<file path="src/rtl/fsm_counter_pkg.sv">
// Shared definitions for the mode counter: FSM state encoding and parameter legality limits.
package fsm_counter_pkg;

    typedef enum logic [1:0] {
        StIdle = 2'b00,
        StRun  = 2'b01,
        StSat  = 2'b10
    } state_e;

    localparam int unsigned MinWidth    = 2;
    localparam int unsigned MaxWidth    = 32;
    localparam int unsigned MinPrescale = 1;
    localparam int unsigned MaxPrescale = 65535;

    function automatic bit params_legal(int unsigned width, longint unsigned max_val,
                                        int unsigned prescale);
        return (width >= MinWidth) && (width <= MaxWidth) &&
               (max_val >= 64'd1) && (max_val <= ((64'd1 << width) - 64'd1)) &&
               (prescale >= MinPrescale) && (prescale <= MaxPrescale);
    endfunction

endpackage

</file>
<file path="src/rtl/count_prescaler.sv">
// Enable-gated prescaler: tick marks the PRESCALE-th enabled cycle; restart returns it to zero.
module count_prescaler #(
    parameter int unsigned PRESCALE = 1
) (
    input  logic clk,
    input  logic reset_n,
    input  logic en,
    input  logic restart,
    output logic tick
);

    localparam int unsigned CntW = (PRESCALE > 1) ? $clog2(PRESCALE) : 1;
    localparam logic [CntW-1:0] LastCnt = CntW'(PRESCALE - 1);

    logic [CntW-1:0] cnt_q, cnt_d;

    assign tick = en && (cnt_q == LastCnt);

    always_comb begin
        cnt_d = cnt_q;
        if (restart) begin
            cnt_d = '0;
        end else if (en) begin
            cnt_d = tick ? '0 : cnt_q + CntW'(1);
        end
    end

    always_ff @(posedge clk or negedge reset_n) begin
        if (!reset_n) begin
            cnt_q <= '0;
        end else begin
            cnt_q <= cnt_d;
        end
    end

endmodule

</file>
<file path="src/rtl/fsm_mode_counter.sv">
// Up/down counter with wrap or saturate boundary handling, prescaled stepping, load and clear.
module fsm_mode_counter
    import fsm_counter_pkg::*;
#(
    parameter int unsigned      WIDTH    = 8,
    parameter logic [WIDTH-1:0] MAX_VAL  = {WIDTH{1'b1}},
    parameter int unsigned      PRESCALE = 1
) (
    input  logic             clk,
    input  logic             reset_n,
    input  logic             en,
    input  logic             up_dn,
    input  logic             sat_mode,
    input  logic             clr,
    input  logic             load,
    input  logic [WIDTH-1:0] load_val,
    output logic [WIDTH-1:0] num,
    output logic             tc,
    output logic             ovf,
    output logic             saturated
);

    if (!params_legal(WIDTH, 64'(MAX_VAL), PRESCALE)) begin : g_param_check
        $error("fsm_mode_counter: illegal WIDTH/MAX_VAL/PRESCALE");
    end

    state_e           state_q, state_d;
    logic [WIDTH-1:0] num_q, num_d, num_next;
    logic             tc_q, tc_d, ovf_q, ovf_d, sat_q;
    logic             step, at_max, at_zero, hit;

    count_prescaler #(
        .PRESCALE(PRESCALE)
    ) u_prescaler (
        .clk    (clk),
        .reset_n(reset_n),
        .en     (en),
        .restart(clr | load),
        .tick   (step)
    );

    assign at_max   = (num_q == MAX_VAL);
    assign at_zero  = (num_q == '0);
    // hit: this step would cross the boundary in the requested direction
    assign hit      = up_dn ? at_max : at_zero;
    assign num_next = up_dn ? (at_max ? '0 : num_q + WIDTH'(1))
                            : (at_zero ? MAX_VAL : num_q - WIDTH'(1));

    always_comb begin
        state_d = state_q;
        num_d   = num_q;
        tc_d    = 1'b0;
        ovf_d   = ovf_q;
        if (clr) begin
            state_d = StIdle;
            num_d   = '0;
            ovf_d   = 1'b0;
        end else if (load) begin
            state_d = en ? StRun : StIdle;
            num_d   = (load_val > MAX_VAL) ? MAX_VAL : load_val;
        end else begin
            unique case (state_q)
                StIdle, StRun: state_d = en ? StRun : StIdle;
                StSat:         state_d = StSat;
                default:       state_d = StIdle;
            endcase
            if (step) begin
                if (hit && sat_mode) begin
                    // A toward-boundary step while already saturated is ignored without a tc.
                    if (state_q != StSat) begin
                        state_d = StSat;
                        tc_d    = 1'b1;
                        ovf_d   = 1'b1;
                    end
                end else begin
                    // Covers normal steps, away-from-boundary exits and wraps (also out of SAT
                    // when sat_mode was dropped while saturated).
                    state_d = StRun;
                    num_d   = num_next;
                    if (hit) begin
                        tc_d  = 1'b1;
                        ovf_d = 1'b1;
                    end
                end
            end
        end
    end

    always_ff @(posedge clk or negedge reset_n) begin
        if (!reset_n) begin
            state_q <= StIdle;
            num_q   <= '0;
            tc_q    <= 1'b0;
            ovf_q   <= 1'b0;
            sat_q   <= 1'b0;
        end else begin
            state_q <= state_d;
            num_q   <= num_d;
            tc_q    <= tc_d;
            ovf_q   <= ovf_d;
            sat_q   <= (state_d == StSat);
        end
    end

    assign num       = num_q;
    assign tc        = tc_q;
    assign ovf       = ovf_q;
    assign saturated = sat_q;

endmodule

</file>
<file path="config.mk">
export PLATFORM = sky130hd
export DESIGN_NAME = fsm_mode_counter
export DESIGN_NICKNAME = d
export VERILOG_FILES = /design/src/rtl/fsm_counter_pkg.sv /design/src/rtl/count_prescaler.sv /design/src/rtl/fsm_mode_counter.sv
export SDC_FILE = /design/constraint.sdc
export NUM_CORES = 1
export LEC_CHECK = 0
export CAP_MARGIN = 5
export CORE_MARGIN = 1
export CORE_UTILIZATION = 53
export DETAILED_ROUTE_END_ITERATION = 10
export PLACE_DENSITY = 0.84
export SLEW_MARGIN = 5
export SYNTH_ARGS = -nofsm -noshare
export SYNTH_HDL_FRONTEND = slang
export SYNTH_HIERARCHICAL = 1
export SYNTH_SLANG_ARGS = --single-unit
export TNS_END_PERCENT = 100
</file>
<file path="constraint.sdc">
create_clock -name clk -period 5.26 [get_ports clk]
set_clock_uncertainty 0.2 [all_clocks]
set_input_delay 0.526 -clock clk [delete_from_list [all_inputs] [get_ports clk]]
set_output_delay 0.526 -clock clk [all_outputs]
set_load 0.01 [all_outputs]
</file>
==> results of run 1 <==
cells in the mapped netlist (all sizes together) (2+ instances only):
library cell,instances
nand4,2
nand2,12
nor4b,2
nor2,15
xnor2,2
o21ai,6
inv,9
nand3,2
nor2b,3
o211ai,3
ha,3
a31oi,7
a21oi,6
a211oi,5
nor3,3
dfrtp,14
a21o,2
buf,6
nor3b,2
clkbuf,2
o21a,2
through the flow:
step	cells	utilization [%]	total power [uW]	instance area, um2
finish	180	71.5	318	1420
global route	180	71.5	333	1420
CTS	180	71.5	317	1420
detailed placement	176	69.6	237	1380
global placement	176	69.6	234	1380
floorplan	132	-	197	1140
worst paths after layout:
path,startpoint,endpoint,slack [ns]
worst max-delay path,up_dn,num[6],2.80
worst min-delay path,ovf,ovf,0.29
worst max register to register,num[0],num[6],2.88
worst min register to register,ovf,ovf,0.29
max in group asynchronous,reset_n,num[1],4.05
min in group asynchronous,reset_n,num[5],0.41
registers in the layout, indices dropped and copies added, names as in the netlist:
register and count:
tc 1, ovf 1, state_q 2, u_prescaler/cnt_q 1, saturated 1, num 8
cells by family (layout without fill, tap and decap cells):
logic type | Yosys count | in the layout | share of synthesized area [%]
flip-flops | 14 | 14 | 30.7
AO/OA/AOI/OAI | 42 | 42 | 28.7
adder cells (fa/ha/maj) | 3 | 3 | 3.29
AND/OR/NAND/NOR | 51 | 51 | 26.0
multiplexers | 2 | 2 | 2.20
XOR/XNOR | 3 | 3 | 2.31
buffers and inverters | 17 | 38 | 6.81
cell type report:
cell class	instances	area (um2)	area share [%]
inverters	9	33.8	2.39
repair buffers	25	250	17.7
multi-input cells	101	712	50.3
clock buffers	4	36.3	2.56
flip-flops and latches	14	350	24.7
well taps	27	33.8	2.39
worst max-delay path, stage by stage:
cell and delay (ns):
clkdlybuf4s50_1 0.72, nand4_1 0.21, nor3_2 0.34, o21a_4 0.21, o21ai_4 0.09, mux2_4 0.31
power by group through the flow:
| stage | logic, uW | registers, uW | clock network [uW] |
|---|---|---|---|
| 3_3_place_gp | 98.9 | 135 | 0 |
| 3_5_place_dp | 101 | 136 | 0 |
| 6_report | 103 | 135 | 80.0 |
| 2_1_floorplan | 71.1 | 126 | 0 |
| 4_1_cts | 102 | 134 | 80.5 |
| 5_1_grt | 113 | 136 | 84.1 |
layer usage:
metal	part of all wire, %	GRT usage (%)	wire length (um)
met1	41	35.1	1240
met2	47	43.9	1410
met3	8.4	5.03	252
met4	3.4	10.8	102
met5	0	0	0
cell usage in the layout, fill, tap and decap left out, types with 2 or more instances in the layout:
master	n
nor2b_1	3
o21ai_0	4
clkdlybuf4s50_1	25
nand4_1	2
a21oi_1	6
clkbuf_4	3
nor2_1	12
nor2_4	2
nand3_1	2
dfrtp_1	14
o211ai_1	3
a31oi_1	7
xnor2_1	2
a21o_1	2
a211oi_1	5
ha_1	3
nor4b_1	2
nor3_1	2
inv_1	8
nand2_1	12
==> results by group, run 1 <==
Run status
  – Status: completed

Global route
  – Vias in the first global route: 1111
  – Total gr overflow: 0
  – First-pass GRT wire length: 4960 um
  – Pin count of the biggest net entering global routing: 16
  – Initial antenna violation count: 0
  – GR Util All Layers: 26.9%

Detailed routing
  – DR WL/cell: 16.7 um
  – Initial DRC count: 47
  – Detailed Route WL: 3000 um
  – Vias/cell: 6.43
  – Antenna Nets Post-Route: 0
  – Drc violations: 0
  – Routed vias: 1157
  – TritonRoute pass-1 iters: 4

Clock network
  – Root Driver: clkbuf_4
  – TritonCTS Sinks: 14
  – Number of CTS-inserted buffers: 3
  – Clk Latency, worst-skew pair: 0.28 ns
  – CTS max path bufs: 2
  – Post-CTS setup buffer count: 0
  – CTS tree: done
  – Clock transition at path regs: 0.09 ns
  – Post-CTS resize count: 0
  – Htree depth: 1
  – Hold-fix buffers, CTS: 0

Synth
  – Synth area leaders: dfrtp_1 31%, nand2_1 4.0%, nor2_1 4.0%, a31oi_1 3.8%, a211oi_1 3.3%
  – Share of the synthesized area in the top cell type: 30.7%
  – Post-Syn Area: 1140 um2
  – Number of distinct library cells after synthesis: 54
  – Seq/Total Area, Yosys: 30.7%
  – Synth Net Count: 150
  – Ys async rst share: 100%
  – Avg Cell Area, Syn: 8.64 um2
  – Syn Inst Count: 132
  – Flops & latches, synth: 14
  – Yosys warnings: 6
  – Dominant synthesized flop cell: dfrtp_1
  – Largest area contributor in the netlist: dfrtp_1
  – Number of synthesized flops with an enable pin: 0

Flow run
  – # Max-Cap Violations: 0

Hold path
  – Hold Path Depth: 1
  – Worst hold path class: register to register

Layout
  – Filler cell count: 155
  – Area grow syn2layout: 24.3%
  – Share of cells above drive strength 1: 11.1%
  – # diodes: 0
  – Layout Nets: 172

STA
  – Crit share post-route: 46.7%
  – Tmin final: 2.46 ns
  – Slew HR: 59.6%
  – Unrepaired setup endpoints after global routing: no
  – Worst hold slack: 0.287 ns
  – Slew Limit Fails: 0
  – Tightest Pin Transition: 0.605 ns
  – Max Clock Freq: 407 MHz
  – Final Hold Vio Count: 0
  – Final setup vio count: 0
  – Final WS setup: 2.80 ns
  – Setup TNS Final: 0 ns

Power
  – Clock power frac: 25.2%
  – Power per cell area: 224 nW/um2
  – Switching share of power: 34.4%
  – Total net switching power: 109 uW
  – Pleak: 0.000549 uW
  – Sequential Power Share: 42.5%
  – Internal power: 209 uW
  – Combinational Power Share: 32.4%
  – Max IR drop VDD: 0.152 mV

Critical path
  – Worst EP required: 5.23 ns
  – Crit end category: register
  – R2R depth: 7
  – Worst Path Arrival: 2.42 ns
  – Worst Setup Start Kind: primary input
  – WS Path Type: primary input to register
  – Critical path peak fanout: 11

Floorplanning
  – FP Rows: 16
  – Die width: 48.4 um
  – Core Region: 1980 um2
  – Starting Density: 57.5%
  – I/O pin total: 26
  – Die ar.: 2340 um2
  – Chip height: 48.4 um

Place
  – Pre-CTS setup slack: 2.52 ns
  – Global placement routability congestion: 0.866
  – IO buf count: 25
  – Post-DP HPWL: 2160 um
Power figures use the tool's default switching activity.
==> run 2: changes to the inputs <==
--- a/config.mk
+++ b/config.mk
@@ -7,9 +7,9 @@
 export LEC_CHECK = 0
 export CAP_MARGIN = 5
 export CORE_MARGIN = 1
-export CORE_UTILIZATION = 53
+export CORE_UTILIZATION = 45
 export DETAILED_ROUTE_END_ITERATION = 10
-export PLACE_DENSITY = 0.84
+export PLACE_DENSITY = 0.76
 export SLEW_MARGIN = 5
 export SYNTH_ARGS = -nofsm -noshare
 export SYNTH_HDL_FRONTEND = slang
==> constraint.sdc (replaced) <==
create_clock -name clk -period 2.1 [get_ports clk]
set_clock_uncertainty 0.2 [all_clocks]
set_input_delay 0.21 -clock clk [delete_from_list [all_inputs] [get_ports clk]]
set_output_delay 0.21 -clock clk [all_outputs]
set_load 0.01 [all_outputs]
==> run 2 against run 1 <==
  * The flow now finishes with violations (setup timing)
  * Global-route usage increased by 2.7 points
  * Total power increased to 2.9 times the previous value
  * Core utilization increased by 2.9 points
  * Flip-flop and latch count unchanged
  * Highest routed layer unchanged
  * Routed wire length increased by 25%
  * Largest cell class unchanged
  * Critical path depth increased by 1
  * Largest power group is now combinational cells
  * Clock power increased to 2.6 times the previous value
  * Final cell count increased by 17%
  * Design area increased by 21%
  * Combinational power increased to 3.8 times the previous value
  * Worst hold slack got worse by 0.27 ns
==> results by group, run 2 (synthesized netlist as in run 1, its figures left out) <==
Run status
  – Status: complete, but fails checks
  – Failing checks: setup timing

STA
  – Crit share post-route: 101%
  – Unrepaired setup endpoints after global routing: yes
  – Slew Limit Fails: 0 (unchanged)
  – Slew HR: 75.3% (+16 points)
  – Tmin final: 2.13 ns
  – Final Hold Vio Count: 0 (unchanged)
  – Final setup vio count: 3 (+3)
  – Worst hold slack: 0.0175 ns (-0.270 ns)
  – Max Clock Freq: 470 MHz
  – Setup TNS Final: -0.0531 ns (-0.0531 ns)
  – Final WS setup: -0.0275 ns (-2.83 ns)
  – Tightest Pin Transition: 0.370 ns (-0.235 ns)

Floorplanning
  – Die ar.: 2740 um2 (+17%)
  – Core Region: 2300 um2 (+16%)
  – FP Rows: 17 (+1)
  – Chip height: 52.3 um (+8.2%)
  – I/O pin total: 26 (unchanged)
  – Die width: 52.3 um (+8.2%)
  – Starting Density: 49.6% (-7.9 points)

Clock network
  – Number of CTS-inserted buffers: 3 (unchanged)
  – Clk Latency, worst-skew pair: 0.29 ns (about the same)
  – Hold-fix buffers, CTS: 0 (unchanged)
  – Htree depth: 1 (unchanged)
  – CTS max path bufs: 2 (unchanged)
  – TritonCTS Sinks: 14 (unchanged)
  – CTS tree: done
  – Clock transition at path regs: 0.10 ns (about the same)
  – Root Driver: clkbuf_4

Critical path
  – R2R depth: 7 (unchanged)
  – Worst EP required: 2.08 ns (-3.15 ns)
  – Critical path peak fanout: 4 (-7)
  – Crit end category: register
  – R2R setup slack: -0.03 ns (-2.91 ns)
  – End of the worst register-to-register path: num[6]
  – Worst Setup Start Kind: register
  – CP Launch Point: num[0]
  – RR Startpoint: num[0]
  – Worst Path Arrival: 2.11 ns (-0.31 ns)
  – WS Path Type: register to register

Layout
  – Final std cells w/o fill: 210 (+17%)
  – Fin area: 1710 um2 (+21%)
  – Commonest non-fill, non-tap cell in the layout: buf_4
  – Share of cells above drive strength 1: 33.0% (+22 points)
  – Layout Nets: 201 (+17%)
  – # diodes: 0 (unchanged)
  – Area grow syn2layout: 49.9%
  – Largest register FFs: 8 (unchanged)
  – Commonest non-fill, non-tap cells in the layout: 27 x buf_4, 25 x clkdlybuf4s50_1, 12 x nand2_1, 12 x dfrtp_1, 11 x nor2_1

Place
  – Pre-CTS setup slack: -0.141 ns (-2.66 ns)
  – Global placement routability congestion: 0.920 (+6.2%)
  – Placed cells: 201 (+14%)
  – Post-DP HPWL: 2760 um (+28%)
  – Area after DPL: 1590 um2 (+15%)
  – IO buf count: 25 (unchanged)

Global route
  – Total gr overflow: 0 (unchanged)
  – First-pass GRT wire length: 5770 um (+16%)
  – Initial antenna violation count: 0 (unchanged)
  – Vias in the first global route: 1223 (+10%)
  – Pin count of the biggest net entering global routing: 15 (-1)
  – GR Util All Layers: 29.6% (+2.7 points)

Detailed routing
  – Drc violations: 0 (unchanged)
  – Routed vias: 1271 (+9.9%)
  – Detailed Route WL: 3760 um (+25%)
  – Antenna Nets Post-Route: 0 (unchanged)
  – Initial DRC count: 48 (+2.1%)
  – TritonRoute pass-1 iters: 4 (unchanged)
  – Vias/cell: 6.05 (-5.8%)
  – DR WL/cell: 17.9 um (+7.5%)

Power
  – Power per cell area: 531 nW/um2 (+140%)
  – Pleak: 0.000701 uW (+28%)
  – Max IR drop VDD: 0.377 mV (+150%)

Flow run
  – # Max-Cap Violations: 0 (unchanged)

Hold path
  – Worst hold path class: primary input to async pin
run 2: layout make-up:
class,count,area (um2)
multi-input combinational,101,767
tap,28,35.0
sequential,14,353
timing repair buffer,54,484
clock buffer,4,36.3
fill,181,588
inverter,9,33.8
run 2: metal layers:
metal	GRT usage, %	wire length, um
met4	10.5	62
met2	50.8	1870
met1	36.2	1510
met5	0	0
met3	6.09	315
run 2: worst max-delay path, stage by stage, from the launching register on:
cell     delay (ns)
dfrtp_2        0.41
inv_2          0.08
ha_4           0.14
or4b_4         0.50
nor2_4         0.14
o21a_4         0.17
o21ai_4        0.07
mux2_4         0.30
run 2: what timing repair did:
item	CTS	global route
resized for setup	3	7
pin swaps	5	4
setup buffers	5	0
endpoints found under the setup margin	8	12
run 2: power breakdown:
part           internal [uW]  switching [uW]
clock                    106             100
combinational            200             192
sequential               290            20.8
total                    595             313
run 2: how the worst max path moves through the flow:
stage	end	slack [ns]	depth (start not counted)
4_1_cts	num[6]	-0.03	7
3_3_place_gp	num[6]	-0.04	8
3_5_place_dp	num[3]	-0.14	6
6_report	num[6]	-0.03	7
5_1_grt	num[7]	-0.09	7
2_1_floorplan	num[6]	-0.01	7
run 2: stage by stage:
step / utilization [%] / power (uW)
after floorplan: - / 501
after global placement: 69.2 / 660
after detailed placement: 69.2 / 672
after CTS: 72.9 / 889
after global routing: 74.4 / 955
final: 74.4 / 908
